$ cat src/rtl/hvgen_param_if.sv
// Signal bundle between a game core and the hvgen_param timing generator.
// The core side drives the master modport; the generator implements the slave modport.
`timescale 1ns/1ps
interface hvgen_param_if #(
  parameter int RGB_W = 12,
  parameter int CW    = 9
);
  // No valid/ready handshake: ce_pix qualifies every transfer. On a clk_sys edge with
  // ce_pix high the generator samples hoffs/voffs/rgb_in and advances all outputs once.
  // With ce_pix low, every output holds and frame_start reads 0.
  logic             ce_pix;
  logic [4:0]       hoffs;
  logic [2:0]       voffs;
  logic [RGB_W-1:0] rgb_in;
  logic [CW-1:0]    hpos;
  logic [CW-1:0]    vpos;
  logic             hblank;
  logic             vblank;
  logic             hsync;
  logic             vsync;
  logic [RGB_W-1:0] rgb_out;
  logic             frame_start;

  modport master (
    output ce_pix, hoffs, voffs, rgb_in,
    input  hpos, vpos, hblank, vblank, hsync, vsync, rgb_out, frame_start
  );

  modport slave (
    input  ce_pix, hoffs, voffs, rgb_in,
    output hpos, vpos, hblank, vblank, hsync, vsync, rgb_out, frame_start
  );
endinterface

$ cat src/rtl/hvgen_param.sv
// Parametrised arcade video timing generator: counters, blanking, active-low syncs, blanked RGB.
// Define HVGEN_CSYNC_EN to add a registered active-low composite sync output (csync).
`timescale 1ns/1ps
module hvgen_param #(
  parameter int RGB_W       = 12,
  parameter int CW          = 9,
  parameter int H_TOTAL     = 384,
  parameter int H_ACT_START = 24,
  parameter int H_ACT_END   = 264,
  parameter int V_TOTAL     = 263,
  parameter int V_ACT_END   = 224,
  parameter int HS_START    = 288,
  parameter int HS_WIDTH    = 32,
  parameter int VS_START    = 226,
  parameter int VS_WIDTH    = 6,
  parameter int HOFF_STEP   = 2,
  parameter int VOFF_STEP   = 4
) (
  input logic clk_sys,
  input logic reset,
  hvgen_param_if.slave vif
`ifdef HVGEN_CSYNC_EN
  ,
  output logic csync
`endif
);

  localparam int XW = CW + 4;

  localparam logic [CW-1:0] H_LAST  = CW'(H_TOTAL - 1);
  localparam logic [CW-1:0] V_LAST  = CW'(V_TOTAL - 1);
  localparam logic [CW-1:0] H_AS_CW = CW'(H_ACT_START);
  localparam logic [CW:0]   H_AS    = (CW+1)'(H_ACT_START);
  localparam logic [CW:0]   H_AE    = (CW+1)'(H_ACT_END);
  localparam logic [CW:0]   V_AE    = (CW+1)'(V_ACT_END);

  localparam logic [XW-1:0] H_TOT_X  = XW'(H_TOTAL);
  localparam logic [XW-1:0] V_TOT_X  = XW'(V_TOTAL);
  localparam logic [XW-1:0] HS_ST_X  = XW'(HS_START);
  localparam logic [XW-1:0] VS_ST_X  = XW'(VS_START);
  localparam logic [XW-1:0] HS_W_X   = XW'(HS_WIDTH);
  localparam logic [XW-1:0] VS_W_X   = XW'(VS_WIDTH);
  localparam logic [XW-1:0] HSTEP_X  = XW'(HOFF_STEP);
  localparam logic [XW-1:0] VSTEP_X  = XW'(VOFF_STEP);

  logic [CW-1:0]    hcnt_q, hcnt_d;
  logic [CW-1:0]    vcnt_q, vcnt_d;
  logic [4:0]       hoffs_l_q, hoffs_l_d;
  logic [2:0]       voffs_l_q, voffs_l_d;
  logic             hblank_q, hblank_d;
  logic             vblank_q, vblank_d;
  logic             hsync_q, hsync_d;
  logic             vsync_q, vsync_d;
  logic [RGB_W-1:0] rgb_q, rgb_d;
  logic             frame_start_q, frame_start_d;

  logic             h_wrap, v_wrap;
  logic [XW-1:0]    hs0_raw, hs0, vs0_raw, vs0;
  logic [XW-1:0]    hx, vx, hdist, vdist;

  always_comb begin
    h_wrap        = (hcnt_q == H_LAST);
    v_wrap        = (vcnt_q == V_LAST);
    hcnt_d        = hcnt_q;
    vcnt_d        = vcnt_q;
    hoffs_l_d     = hoffs_l_q;
    voffs_l_d     = voffs_l_q;
    frame_start_d = 1'b0;

    if (vif.ce_pix) begin
      hcnt_d = h_wrap ? '0 : hcnt_q + 1'b1;
      if (h_wrap) begin
        vcnt_d = v_wrap ? '0 : vcnt_q + 1'b1;
      end
      if (h_wrap && v_wrap) begin
        frame_start_d = 1'b1;
        hoffs_l_d     = vif.hoffs;
        voffs_l_d     = vif.voffs;
      end
    end

    // Flags decode the next counter values with the offsets the next frame will use,
    // so the first pixel of a new frame already sees the freshly latched offsets.
    hs0_raw = HS_ST_X + XW'(hoffs_l_d) * HSTEP_X;
    hs0     = (hs0_raw >= H_TOT_X) ? hs0_raw - H_TOT_X : hs0_raw;
    vs0_raw = VS_ST_X + XW'(voffs_l_d) * VSTEP_X;
    vs0     = (vs0_raw >= V_TOT_X) ? vs0_raw - V_TOT_X : vs0_raw;

    hx    = XW'(hcnt_d);
    vx    = XW'(vcnt_d);
    hdist = (hx >= hs0) ? hx - hs0 : hx + H_TOT_X - hs0;
    vdist = (vx >= vs0) ? vx - vs0 : vx + V_TOT_X - vs0;

    hblank_d = !(({1'b0, hcnt_d} >= H_AS) && ({1'b0, hcnt_d} < H_AE));
    vblank_d = !({1'b0, vcnt_d} < V_AE);
    hsync_d  = !(hdist < HS_W_X);
    vsync_d  = (vif.ce_pix && h_wrap) ? !(vdist < VS_W_X) : vsync_q;
    rgb_d    = (hblank_q || vblank_q) ? '0 : vif.rgb_in;
  end

  always_ff @(posedge clk_sys or posedge reset) begin
    if (reset) begin
      hcnt_q        <= '0;
      vcnt_q        <= '0;
      hoffs_l_q     <= '0;
      voffs_l_q     <= '0;
      hblank_q      <= 1'b1;
      vblank_q      <= 1'b0;
      hsync_q       <= 1'b1;
      vsync_q       <= 1'b1;
      rgb_q         <= '0;
      frame_start_q <= 1'b0;
    end else begin
      frame_start_q <= frame_start_d;
      if (vif.ce_pix) begin
        hcnt_q    <= hcnt_d;
        vcnt_q    <= vcnt_d;
        hoffs_l_q <= hoffs_l_d;
        voffs_l_q <= voffs_l_d;
        hblank_q  <= hblank_d;
        vblank_q  <= vblank_d;
        hsync_q   <= hsync_d;
        vsync_q   <= vsync_d;
        rgb_q     <= rgb_d;
      end
    end
  end

`ifdef HVGEN_CSYNC_EN
  logic csync_q;

  always_ff @(posedge clk_sys or posedge reset) begin
    if (reset) begin
      csync_q <= 1'b1;
    end else if (vif.ce_pix) begin
      csync_q <= hsync_d & vsync_d;
    end
  end

  assign csync = csync_q;
`endif

  assign vif.hpos        = hcnt_q - H_AS_CW;
  assign vif.vpos        = vcnt_q;
  assign vif.hblank      = hblank_q;
  assign vif.vblank      = vblank_q;
  assign vif.hsync       = hsync_q;
  assign vif.vsync       = vsync_q;
  assign vif.rgb_out     = rgb_q;
  assign vif.frame_start = frame_start_q;

endmodule

$ cat src/flat_wrapper.sv
// flat-port wrapper written by rule: the top's interface ports become plain ports
module hvgen_param_flat 
#(
  parameter int RGB_W       = 12,
  parameter int CW          = 9,
  parameter int H_TOTAL     = 384,
  parameter int H_ACT_START = 24,
  parameter int H_ACT_END   = 264,
  parameter int V_TOTAL     = 263,
  parameter int V_ACT_END   = 224,
  parameter int HS_START    = 288,
  parameter int HS_WIDTH    = 32,
  parameter int VS_START    = 226,
  parameter int VS_WIDTH    = 6,
  parameter int HOFF_STEP   = 2,
  parameter int VOFF_STEP   = 4
)
  (clk_sys, reset, vif_ce_pix, vif_hoffs, vif_voffs, vif_rgb_in, vif_hpos, vif_vpos, vif_hblank, vif_vblank, vif_hsync, vif_vsync, vif_rgb_out, vif_frame_start);
  hvgen_param_if #(.RGB_W(RGB_W), .CW(CW)) vif_i ();
  input logic clk_sys;
  input logic reset;
  input wire logic [$bits(vif_i.ce_pix)-1:0] vif_ce_pix;
  input wire logic [$bits(vif_i.hoffs)-1:0] vif_hoffs;
  input wire logic [$bits(vif_i.voffs)-1:0] vif_voffs;
  input wire logic [$bits(vif_i.rgb_in)-1:0] vif_rgb_in;
  output wire logic [$bits(vif_i.hpos)-1:0] vif_hpos;
  output wire logic [$bits(vif_i.vpos)-1:0] vif_vpos;
  output wire logic [$bits(vif_i.hblank)-1:0] vif_hblank;
  output wire logic [$bits(vif_i.vblank)-1:0] vif_vblank;
  output wire logic [$bits(vif_i.hsync)-1:0] vif_hsync;
  output wire logic [$bits(vif_i.vsync)-1:0] vif_vsync;
  output wire logic [$bits(vif_i.rgb_out)-1:0] vif_rgb_out;
  output wire logic [$bits(vif_i.frame_start)-1:0] vif_frame_start;
  assign vif_i.ce_pix = vif_ce_pix;
  assign vif_i.hoffs = vif_hoffs;
  assign vif_i.voffs = vif_voffs;
  assign vif_i.rgb_in = vif_rgb_in;
  assign vif_hpos = vif_i.hpos;
  assign vif_vpos = vif_i.vpos;
  assign vif_hblank = vif_i.hblank;
  assign vif_vblank = vif_i.vblank;
  assign vif_hsync = vif_i.hsync;
  assign vif_vsync = vif_i.vsync;
  assign vif_rgb_out = vif_i.rgb_out;
  assign vif_frame_start = vif_i.frame_start;
  hvgen_param #(.RGB_W(RGB_W), .CW(CW), .H_TOTAL(H_TOTAL), .H_ACT_START(H_ACT_START), .H_ACT_END(H_ACT_END), .V_TOTAL(V_TOTAL), .V_ACT_END(V_ACT_END), .HS_START(HS_START), .HS_WIDTH(HS_WIDTH), .VS_START(VS_START), .VS_WIDTH(VS_WIDTH), .HOFF_STEP(HOFF_STEP), .VOFF_STEP(VOFF_STEP)) u_core (.clk_sys(clk_sys), .reset(reset), .vif(vif_i));
endmodule
$ cat config.mk
export PLATFORM = sky130hd
export DESIGN_NAME = hvgen_param_flat
export DESIGN_NICKNAME = d
export VERILOG_FILES = /design/src/rtl/hvgen_param_if.sv /design/src/rtl/hvgen_param.sv /design/src/flat_wrapper.sv
export SDC_FILE = /design/constraint.sdc
export NUM_CORES = 1
export LEC_CHECK = 0
export CORE_ASPECT_RATIO = 1.75
export CORE_MARGIN = 3
export CORE_UTILIZATION = 45
export DETAILED_ROUTE_END_ITERATION = 12
export PLACE_DENSITY = 0.7
export SLEW_MARGIN = 5
export SYNTH_ARGS = -nofsm -noshare
export SYNTH_HDL_FRONTEND = slang
export SYNTH_SLANG_ARGS = --single-unit
export TNS_END_PERCENT = 100
$ cat constraint.sdc
create_clock -name clk_sys -period 9.61 [get_ports clk_sys]
set_input_delay 1.922 -clock clk_sys [delete_from_list [all_inputs] [get_ports clk_sys]]
set_output_delay 1.922 -clock clk_sys [all_outputs]
set_load 0.01 [all_outputs]
==> key figures, run 1 <==
Synth
  – Simple-gate share of the synthesized area: 0.1863
  – Syn avg cell area: 9.407 sq um
  – Syn Nets: 380
  – Syn Inst Count: 332
  – Compound-gate portion of the synthesized area: 0.1478
  – Yosys warns: 0
  – Largest family of logic cells by synthesized area: simple AND/OR/NAND/NOR gates
  – Sequential area share after synthesis: 0.3458
  – Largest area contributor in the netlist: dfrtp_1
  – Synth top area cells: dfrtp_1 (32%), ha_1 (9.2%), mux2_2 (5.0%)
  – Xor/xnor cell area share of the yosys netlist: 0.06691
  – Top-area cell type share of the netlist area: 0.3205
  – EDFF count, synth: 0
  – Ys flop type: dfrtp_1
  – Netlist cell types: 65
  – Synth Cell Area: 3123 sq um
  – Multiplexer share of the synthesized area: 0.06010
  – Synth async-reset ratio: 1.000
  – Adder-cell area share of the yosys netlist: 0.1050
  – Yosys reg bits: 43

Die
  – Core Region: 6636 sq um
  – Initial Utilization: 0.4706
  – Cell Rows: 39
  – Top Ports: 58
  – Chip width: 68.98 microns
  – Die area: 8015 sq um
  – DIE HEIGHT: 116.2 microns

Timing
  – Fin. Hold Viols: 0
  – Pins Over Slew Limit: 0
  – Achievable Freq: 161.5 MHz
  – Max Clock Skew: 4.523 ps
  – Setup TNS: 0 ps
  – Worst Tran Pin Value: 650.6 ps
  – Final setup fails: 0
  – Tmin final: 6192 ps
  – Tcrit/Tclk final: 0.6444
  – RSZ-0062 raised after global routing: false
  – Max-slew headroom: 0.5648

Worst setup path
  – Worst Reg-to-Reg Cells: 17
  – Slowest CP cell: or3_1
  – CP Capture Type: register
  – CP cell instances: clkdlybuf4s50_1, buf_4, nand2_2, or3_1, o31ai_2, inv_1, ha_1, xnor2_1, inv_1, fa_1, nor2b_1, o21a_1, nand3b_1, nor3_1, mux2i_1, a2111oi_0, o211ai_1, a21o_1
  – Most frequent cell on the critical path: inv_1
  – Worst setup endpoint: u_core.vif.vsync
  – Crit path buf inv count: 4
  – Levels on crit path: 18
  – Type of origin of the critical path: input pin
  – Crit-path max FO: 27
  – Worst setup path startpoint: vif_ce_pix
  – R2R setup slack: 5060 ps
  – Crit-path leading delay family: compound AO/OA/AOI/OAI gates
  – CP arrival: 6400 ps
  – CP Class: in -> reg
  – Reg-to-reg endpoint: u_core.vif.vsync
  – Max incr delay on CP: 520 ps
  – R2r startpoint: u_core.hcnt_q[0]
  – Required time worst endpoint: 9820 ps

Detailed routing
  – Avg WL per Cell: 15.22 microns
  – Post-Route WL: 7125 microns
  – Detailed Route Iter0 Violations: 118
  – Final ANT Viol Nets: 0
  – 1st-pass router iterations: 4
  – DRC Markers: 0
  – Vias per cell: 5.494
  – Via count: 2571

Layout
  – FILL cells: 615
  – Multi-input logic area: 1768 sq um
  – Share of cells above drive strength 1: 0.1269
  – # nets final: 433
  – Synth-to-Final Area Change: 23.92%
  – Most common cell after layout, fill and taps aside: clkdlybuf4s50_1
  – Register area: 1080 sq um
  – Antenna diode count: 0
  – Fin cells: 468
  – Most frequent cells in the layout: clkdlybuf4s50_1 (57), dfrtp_1 (40), inv_1 (39)

Clocking
  – Total CTS buffers: 5
  – Cts hold-fix bufs: 0
  – Clock buffer depth: 2
  – CTS clk-pin slew, worst paths: 60 ps
  – Root buf cell: clkbuf_16
  – TritonCTS clock tree: yes
  – CTS Sinks: 43
  – Clk_lat worst skew: 280 ps
  – H-tree level count: 2
  – Post-CTS Setup Bufs: 0
  – Post-CTS sizing: 0

Global route
  – Vias in the first global route: 2483
  – GR Overflow Total: 0
  – Initial antenna violation count: 0
  – Tot GR Track Use: 0.1879
  – First-pass GRT wire length: 11400 microns
  – Pin count of the biggest net entering global routing: 44

Place
  – Placed Instances: 460
  – Routability-driven placement congestion ratio: 0.8394
  – Hpwl dp: 5496 microns
  – IO Port Bufs: 57

Outcome
  – Outcome: finished clean

Pwr
  – Power density cells: 186.9 nW/um^2
  – Peak VDD IR: 0.0001021 V
  – Lkg Pwr: 1.771 nW

Worst hold path
  – Worst Min Path Start: u_core.hoffs_l_q[2]
  – Hold WC Path Type: reg -> reg

Flow run
  – Max-cap check violation count: 0
==> per-stage QoR <==
stage                     power (mW)  setup WS (ps)  area (sq um)  utilization  hold WS (ps)
after floorplan               0.4203           4321          3123            -         472.1
after global placement        0.5293           3341          3701       0.5577         482.3
after detailed placement      0.5370           3216          3701       0.5577         486.2
after CTS                     0.7307           3472          3870       0.5831         499.7
after global routing          0.7699           3048          3870       0.5831         516.1
final                         0.7231           3418          3870       0.5831         497.6
==> cell type report <==
class,count,area share
clock inverters,3,0.01132
well taps,82,0.02651
multi-input cells,234,0.4568
flip-flops and latches,43,0.2790
inverters,40,0.03880
clock buffers,5,0.03233
repair buffers,61,0.1552
==> synth_stat cells, types with 2 or more instances <==
cell type  count
dfrtp_1       40
inv_1         40
nand2_1       25
ha_1          23
o21ai_0       22
nor2_1        15
mux2_2        14
a21oi_1       13
xnor2_1       13
xor2_1         9
nor2b_1        8
nand4_1        7
o21a_1         7
nor3_1         6
clkbuf_1       5
clkbuf_8       5
nand3_1        5
a31oi_1        4
nor4_1         4
or3_1          4
buf_4          3
dfstp_2        3
mux2i_1        3
a2111oi_0      2
a21o_1         2
and2_2         2
and3_1         2
fa_1           2
nand3b_1       2
nor3b_1        2
o211a_1        2
o221ai_1       2
o31ai_1        2
or2_2          2
or4_4          2
==> kinds of logic after synthesis <==
family                     after synthesis
AOI/OAI and AO/OA                       69
adders and majority gates               25
buffers and inverters                   55
and+or+nand+nor                        100
xor gates and xnor gates                23
DFF                                     43
muxes                                   17
==> state kept, by name (all words and copies together), names as in the netlist <==
signal,flops
u_core.vif.rgb_out,12
u_core.hcnt_q,9
u_core.vif.vpos,9
u_core.hoffs_l_q,5
u_core.voffs_l_q,3
u_core.vif.frame_start,1
u_core.vif.hblank,1
u_core.vif.hsync,1
u_core.vif.vblank,1
u_core.vif.vsync,1
==> power breakdown <==
group          leakage (nW)  switching [mW]  total (mW)  internal (mW)
registers             0.566          0.0369       0.248          0.211
logic                  1.12           0.136       0.286          0.149
clock network        0.0838          0.0670       0.189          0.122
total                  1.77           0.240       0.723          0.483
==> worst min path at each step <==
stage                     endpoint  slack (ps)  cells past startpoint
6_report       u_core.hoffs_l_q[2]         500                      1
5_1_grt        u_core.hoffs_l_q[3]         520                      1
4_1_cts        u_core.voffs_l_q[1]         500                      1
3_5_place_dp   u_core.voffs_l_q[1]         490                      1
3_3_place_gp   u_core.hoffs_l_q[2]         480                      1
2_1_floorplan  u_core.hoffs_l_q[3]         470                      1
==> per-layer routing <==
| layer | track usage | vias up | routed length [microns] |
|---|---|---|---|
| met2 | 0.3469 | 83 | 3756 |
| met1 | 0.2011 | 1202 | 2749 |
| met5 | 0 | - | 0 |
| li1 | - | 1262 | - |
| met4 | 0.07813 | 0 | 242 |
| met3 | 0.03465 | 24 | 376 |
Note: power is estimated with default switching activity, not from simulation.
==> inputs of run 2 (changes only) <==
==> constraint.sdc (replaced) <==
create_clock -name clk_sys -period 5.8 [get_ports clk_sys]
set_input_delay 1.16 -clock clk_sys [delete_from_list [all_inputs] [get_ports clk_sys]]
set_output_delay 1.16 -clock clk_sys [all_outputs]
set_load 0.01 [all_outputs]
==> key figures, run 2 (synthesized netlist as in run 1, its figures left out) <==
Timing
  – RSZ-0062 raised after global routing: false
  – Max-slew headroom: 0.5702
  – Max Clock Skew: 6.081 ps
  – Tmin final: 5143 ps
  – Setup TNS: 0 ps
  – Final setup fails: 0
  – Achievable Freq: 194.5 MHz
  – Fin. Hold Viols: 0
  – Tcrit/Tclk final: 0.8866
  – Pins Over Slew Limit: 0
  – Worst Tran Pin Value: 642.5 ps
  – Worst hold margin: 495.5 ps

Detailed routing
  – Vias per cell: 5.456
  – DRC Markers: 0
  – Final ANT Viol Nets: 0
  – 1st-pass router iterations: 4
  – Post-Route WL: 7237 microns
  – Via count: 2559
  – Avg WL per Cell: 15.43 microns
  – Detailed Route Iter0 Violations: 75

Worst setup path
  – R2r startpoint: u_core.hcnt_q[0]
  – CP Capture Type: register
  – CP arrival: 5370 ps
  – R2R setup slack: 1290 ps
  – Type of origin of the critical path: input pin
  – Required time worst endpoint: 6020 ps
  – Crit-path max FO: 7
  – CP Class: in -> reg
  – Worst setup path startpoint: vif_ce_pix

Die
  – DIE HEIGHT: 116.2 microns
  – Top Ports: 58
  – Core Region: 6636 sq um
  – Cell Rows: 39
  – Initial Utilization: 0.4706
  – Chip width: 68.98 microns
  – Die area: 8015 sq um

Global route
  – Met2 GRT Util: 0.3489
  – First-pass GRT wire length: 11340 microns
  – Tot GR Track Use: 0.1907
  – Met1 usage: 0.1951
  – Initial antenna violation count: 0
  – Pin count of the biggest net entering global routing: 44
  – GR Overflow Total: 0
  – Met3 usage: 0.03561
  – Gr busiest metal: met2
  – Vias in the first global route: 2489

Clocking
  – Post-CTS sizing: 0
  – H-tree level count: 2
  – CTS Sinks: 43
  – Total CTS buffers: 5
  – TritonCTS clock tree: yes
  – Clock buffer depth: 2
  – Clk_lat worst skew: 290 ps
  – Cts hold-fix bufs: 0
  – Root buf cell: clkbuf_16
  – CTS clk-pin slew, worst paths: 60 ps
  – Post-CTS Setup Bufs: 0

Outcome
  – Outcome: finished clean

Layout
  – Fin cells: 469
  – Antenna diode count: 0
  – Most frequent cells in the layout: clkdlybuf4s50_1 (57), dfrtp_1 (40), inv_1 (39)
  – FILL cells: 611
  – # nets final: 434
  – Max reg flops: 12
  – Synth-to-Final Area Change: 23.56%
  – Share of cells above drive strength 1: 0.1292
  – Most common cell after layout, fill and taps aside: clkdlybuf4s50_1

Flow run
  – Max-cap check violation count: 0

Worst hold path
  – Worst Min Path Start: u_core.hoffs_l_q[2]
  – Hold WC Path Type: reg -> reg

Pwr
  – Lkg Pwr: 1.763 nW
  – Power Total: 1.158 mW
  – Peak VDD IR: 0.0001650 V
  – Power density cells: 300.1 nW/um^2

Place
  – Hpwl dp: 5649 microns
  – IO Port Bufs: 57
  – Routability-driven placement congestion ratio: 0.9011
  – Placed Instances: 461
[run 2: changes by cell type in the layout (fill, tap and decap cells not counted), sizes merged]
cell,before,now
buf,4,5
bufinv,1,0
clkinvlp,0,1
[run 2: layout make-up]
type,instances,area [sq um],share of cell area
clock buffers,5,125.1,0.03243
inverters,40,150.1,0.03891
flip-flops and latches,43,1080,0.2798
well taps,82,102.6,0.02659
multi-input cells,234,1768,0.4582
repair buffers,62,608.1,0.1576
clock inverters,3,25.02,0.006485
[run 2: final timing paths]
| path | end | cells after the start |
|---|---|---|
| min in group asynchronous | u_core.hoffs_l_q[4] | 3 |
| max | u_core.vif.vsync | 17 |
| min | u_core.hoffs_l_q[2] | 1 |
| min reg2reg | u_core.hoffs_l_q[2] | 1 |
| max reg2reg | u_core.vif.vsync | 17 |
| max in group asynchronous | u_core.vif.hblank | 3 |
[run 2: power by group]
| group | total [mW] | switching, mW | internal, mW | leakage (nW) |
|---|---|---|---|---|
| registers | 0.408 | 0.0583 | 0.350 | 0.566 |
| clock network | 0.281 | 0.121 | 0.161 | 0.0700 |
| logic | 0.469 | 0.221 | 0.248 | 1.13 |
| total | 1.16 | 0.400 | 0.758 | 1.76 |
[run 2: through the flow]
step / cell area (sq um) / utilization / worst slack [ps]
after detailed placement: 3709 / 0.5588 / 410.7
after global placement: 3709 / 0.5588 / 542.0
after global routing: 3859 / 0.5814 / 256.5
after CTS: 3859 / 0.5814 / 689.6
final: 3859 / 0.5814 / 657.4
after floorplan: 3123 / - / 1273
[run 2: layer usage]
metal / part of all wire / wire length, microns / vias to the layer above
met3: 0.047 / 338 / 20
met1: 0.38 / 2722 / 1205
li1: - / - / 1258
met2: 0.54 / 3909 / 76
met4: 0.037 / 267 / 0
met5: 0 / 0 / -
[run 2: critical path, cell delays in order]
cell and delay, ps:
clkdlybuf4s50_1 520, nand2_2 110, or3_1 530, o31ai_2 500, inv_1 170, ha_1 260
xnor2_1 220, inv_1 80, fa_1 400, nor2b_1 160, o21a_1 160, nand3b_1 100
nor3_1 150, mux2i_1 90, a2111oi_0 420, o211ai_1 160, a21o_1 170
==> inputs of run 3 (changes only) <==
--- a/config.mk
+++ b/config.mk
@@ -8,8 +8,10 @@
 export CORE_ASPECT_RATIO = 1.75
 export CORE_MARGIN = 3
 export CORE_UTILIZATION = 45
+export CTS_BUF_LIST = sky130_fd_sc_hd__clkbuf_4 sky130_fd_sc_hd__clkbuf_8
 export DETAILED_ROUTE_END_ITERATION = 12
 export PLACE_DENSITY = 0.7
+export SKIP_CTS_REPAIR_TIMING = 1
 export SLEW_MARGIN = 5
 export SYNTH_ARGS = -nofsm -noshare
 export SYNTH_HDL_FRONTEND = slang
==> key figures, run 3 (synthesized netlist as in run 1, its figures left out) <==
Outcome
  – Outcome: finished clean

Layout
  – Most frequent cells in the layout: clkdlybuf4s50_1 (57), dfrtp_1 (40), inv_1 (39)
  – # nets final: 434
  – Most common cell after layout, fill and taps aside: clkdlybuf4s50_1
  – Fin area: 3802 sq um
  – Share of cells above drive strength 1: 0.1292
  – Multi-input logic area: 1768 sq um
  – FILL cells: 622
  – Antenna diode count: 0
  – Post-layout util: 0.5730
  – Synth-to-Final Area Change: 21.75%
  – Register area: 1080 sq um
  – Max reg flops: 12

Clocking
  – CTS Sinks: 43
  – H-tree level count: 2
  – Clock buffer depth: 2
  – TritonCTS clock tree: yes
  – CTS clk-pin slew, worst paths: 80 ps
  – Total CTS buffers: 5
  – Root buf cell: clkbuf_8
  – Clk_lat worst skew: 310 ps

Detailed routing
  – Met2 Wirelength: 3890 microns
  – WL met3: 348 microns
  – Max layer used: met4
  – Avg WL per Cell: 15.25 microns
  – DRC Markers: 0
  – 1st-pass router iterations: 4
  – Detailed Route Iter0 Violations: 83
  – Final ANT Viol Nets: 0
  – Via count: 2528
  – Post-Route M1 WL: 2682 microns
  – Post-Route WL: 7151 microns
  – Vias per cell: 5.390

Global route
  – GR Overflow Total: 0
  – First-pass GRT wire length: 11370 microns
  – Pin count of the biggest net entering global routing: 44
  – Tot GR Track Use: 0.1892
  – Initial antenna violation count: 0
  – Vias in the first global route: 2492

Worst setup path
  – Crit-path max FO: 7
  – CP arrival: 5340 ps
  – R2R setup slack: 1320 ps
  – Reg-to-reg endpoint: u_core.vif.vsync
  – Max incr delay on CP: 530 ps
  – Most frequent cell on the critical path: inv_1
  – CP Class: in -> reg
  – Required time worst endpoint: 6050 ps
  – Type of origin of the critical path: input pin
  – CP Capture Type: register
  – Slowest CP cell: or3_1
  – R2r startpoint: u_core.hcnt_q[0]
  – Worst Reg-to-Reg Cells: 17
  – CP cell instances: clkdlybuf4s50_1, nand2_2, or3_1, o31ai_2, inv_1, ha_1, xnor2_1, inv_1, fa_1, nor2b_1, o21a_1, nand3b_1, nor3_1, mux2i_1, a2111oi_0, o211ai_1, a21o_1

Flow run
  – Max-cap check violation count: 0

Timing
  – Achievable Freq: 196.4 MHz
  – RSZ-0062 raised after global routing: false
  – Worst hold margin: 500.7 ps
  – Max Clock Skew: 10.49 ps
  – Max-slew headroom: 0.5933
  – Fin. Hold Viols: 0
  – Final setup fails: 0
  – Setup TNS: 0 ps
  – Tmin final: 5091 ps
  – Pins Over Slew Limit: 0
  – Worst Tran Pin Value: 601.9 ps
  – Tcrit/Tclk final: 0.8778

Pwr
  – Sw Ratio: 0.3626
  – Int Pwr: 682.6 uW
  – Clock power frac: 0.184
  – Power Total: 1.071 mW
  – Comb pwr share: 0.436
  – Lkg Pwr: 1.737 nW
  – Peak VDD IR: 0.0001350 V
  – Power density cells: 281.6 nW/um^2
  – Sw Pwr: 388.3 uW
  – Part of the power in registers: 0.380

Die
  – Initial Utilization: 0.4706
  – DIE HEIGHT: 116.2 microns
  – Top Ports: 58
  – Die area: 8015 sq um
  – Core Region: 6636 sq um
  – Chip width: 68.98 microns
  – Cell Rows: 39

Place
  – Routability-driven placement congestion ratio: 0.9011
  – IO Port Bufs: 57
  – Hpwl dp: 5649 microns
  – Placed inst area: 3709 sq um

Worst hold path
  – Hold WC Path Type: reg -> reg
  – Hold Crit Depth: 1
  – Hold EP: u_core.hoffs_l_q[2]
  – Worst Min Path Start: u_core.hoffs_l_q[2]
==> run 3: cell counts in the layout (fill, tap and decap cells not counted) <==
Identical to the previous run, type by type.
==> run 3: area by class of cell <==
type                    instances  share of cell area
multi-input cells             234              0.4650
flip-flops and latches         43              0.2840
repair buffers                 62              0.1599
inverters                      40             0.03949
well taps                      82             0.02698
clock buffers                   5             0.01810
clock inverters                 3            0.006581
==> run 3: worst max-delay path by stage <==
stage               start          endpoint  slack, ps
2_1_floorplan  vif_ce_pix  u_core.vif.vsync       1270
3_3_place_gp   vif_ce_pix  u_core.vif.vsync        540
3_5_place_dp   vif_ce_pix  u_core.vif.vsync        410
4_1_cts        vif_ce_pix  u_core.vif.vsync        720
5_1_grt        vif_ce_pix  u_core.vif.vsync        310
6_report       vif_ce_pix  u_core.vif.vsync        710
==> run 3: worst max-delay path: cells and delay by family <==
family                     cells  cell delay, ps
xor gates and xnor gates       1             220
and+or+nand+nor                5            1050
muxes                          1              90
buffers and inverters          3             770
adders and majority gates      2             660
AOI/OAI and AO/OA              5            1390
==> run 3: power by group through the flow <==
stage / clock network [mW] / logic, mW / registers, mW
after detailed placement: 0 / 0.470 / 0.413
after global placement: 0 / 0.458 / 0.411
after CTS: 0.205 / 0.473 / 0.407
final: 0.197 / 0.466 / 0.407
after floorplan: 0 / 0.291 / 0.405
after global routing: 0.216 / 0.516 / 0.415
==> run 3: routing by layer <==
metal | GRT usage | vias to the layer above
met1 | 0.1951 | 1181
met3 | 0.03754 | 16
met2 | 0.3508 | 70
li1 | - | 1261
met4 | 0.08724 | 0
met5 | 0 | -
==> run 3: metrics by stage <==
| stage | setup WS (ps) | std cells |
|---|---|---|
| floorplan | 1273 | 332 |
| global placement | 542.0 | 461 |
| detailed placement | 410.7 | 461 |
| CTS | 718.1 | 469 |
| global route | 307.2 | 469 |
| finish | 708.5 | 469 |
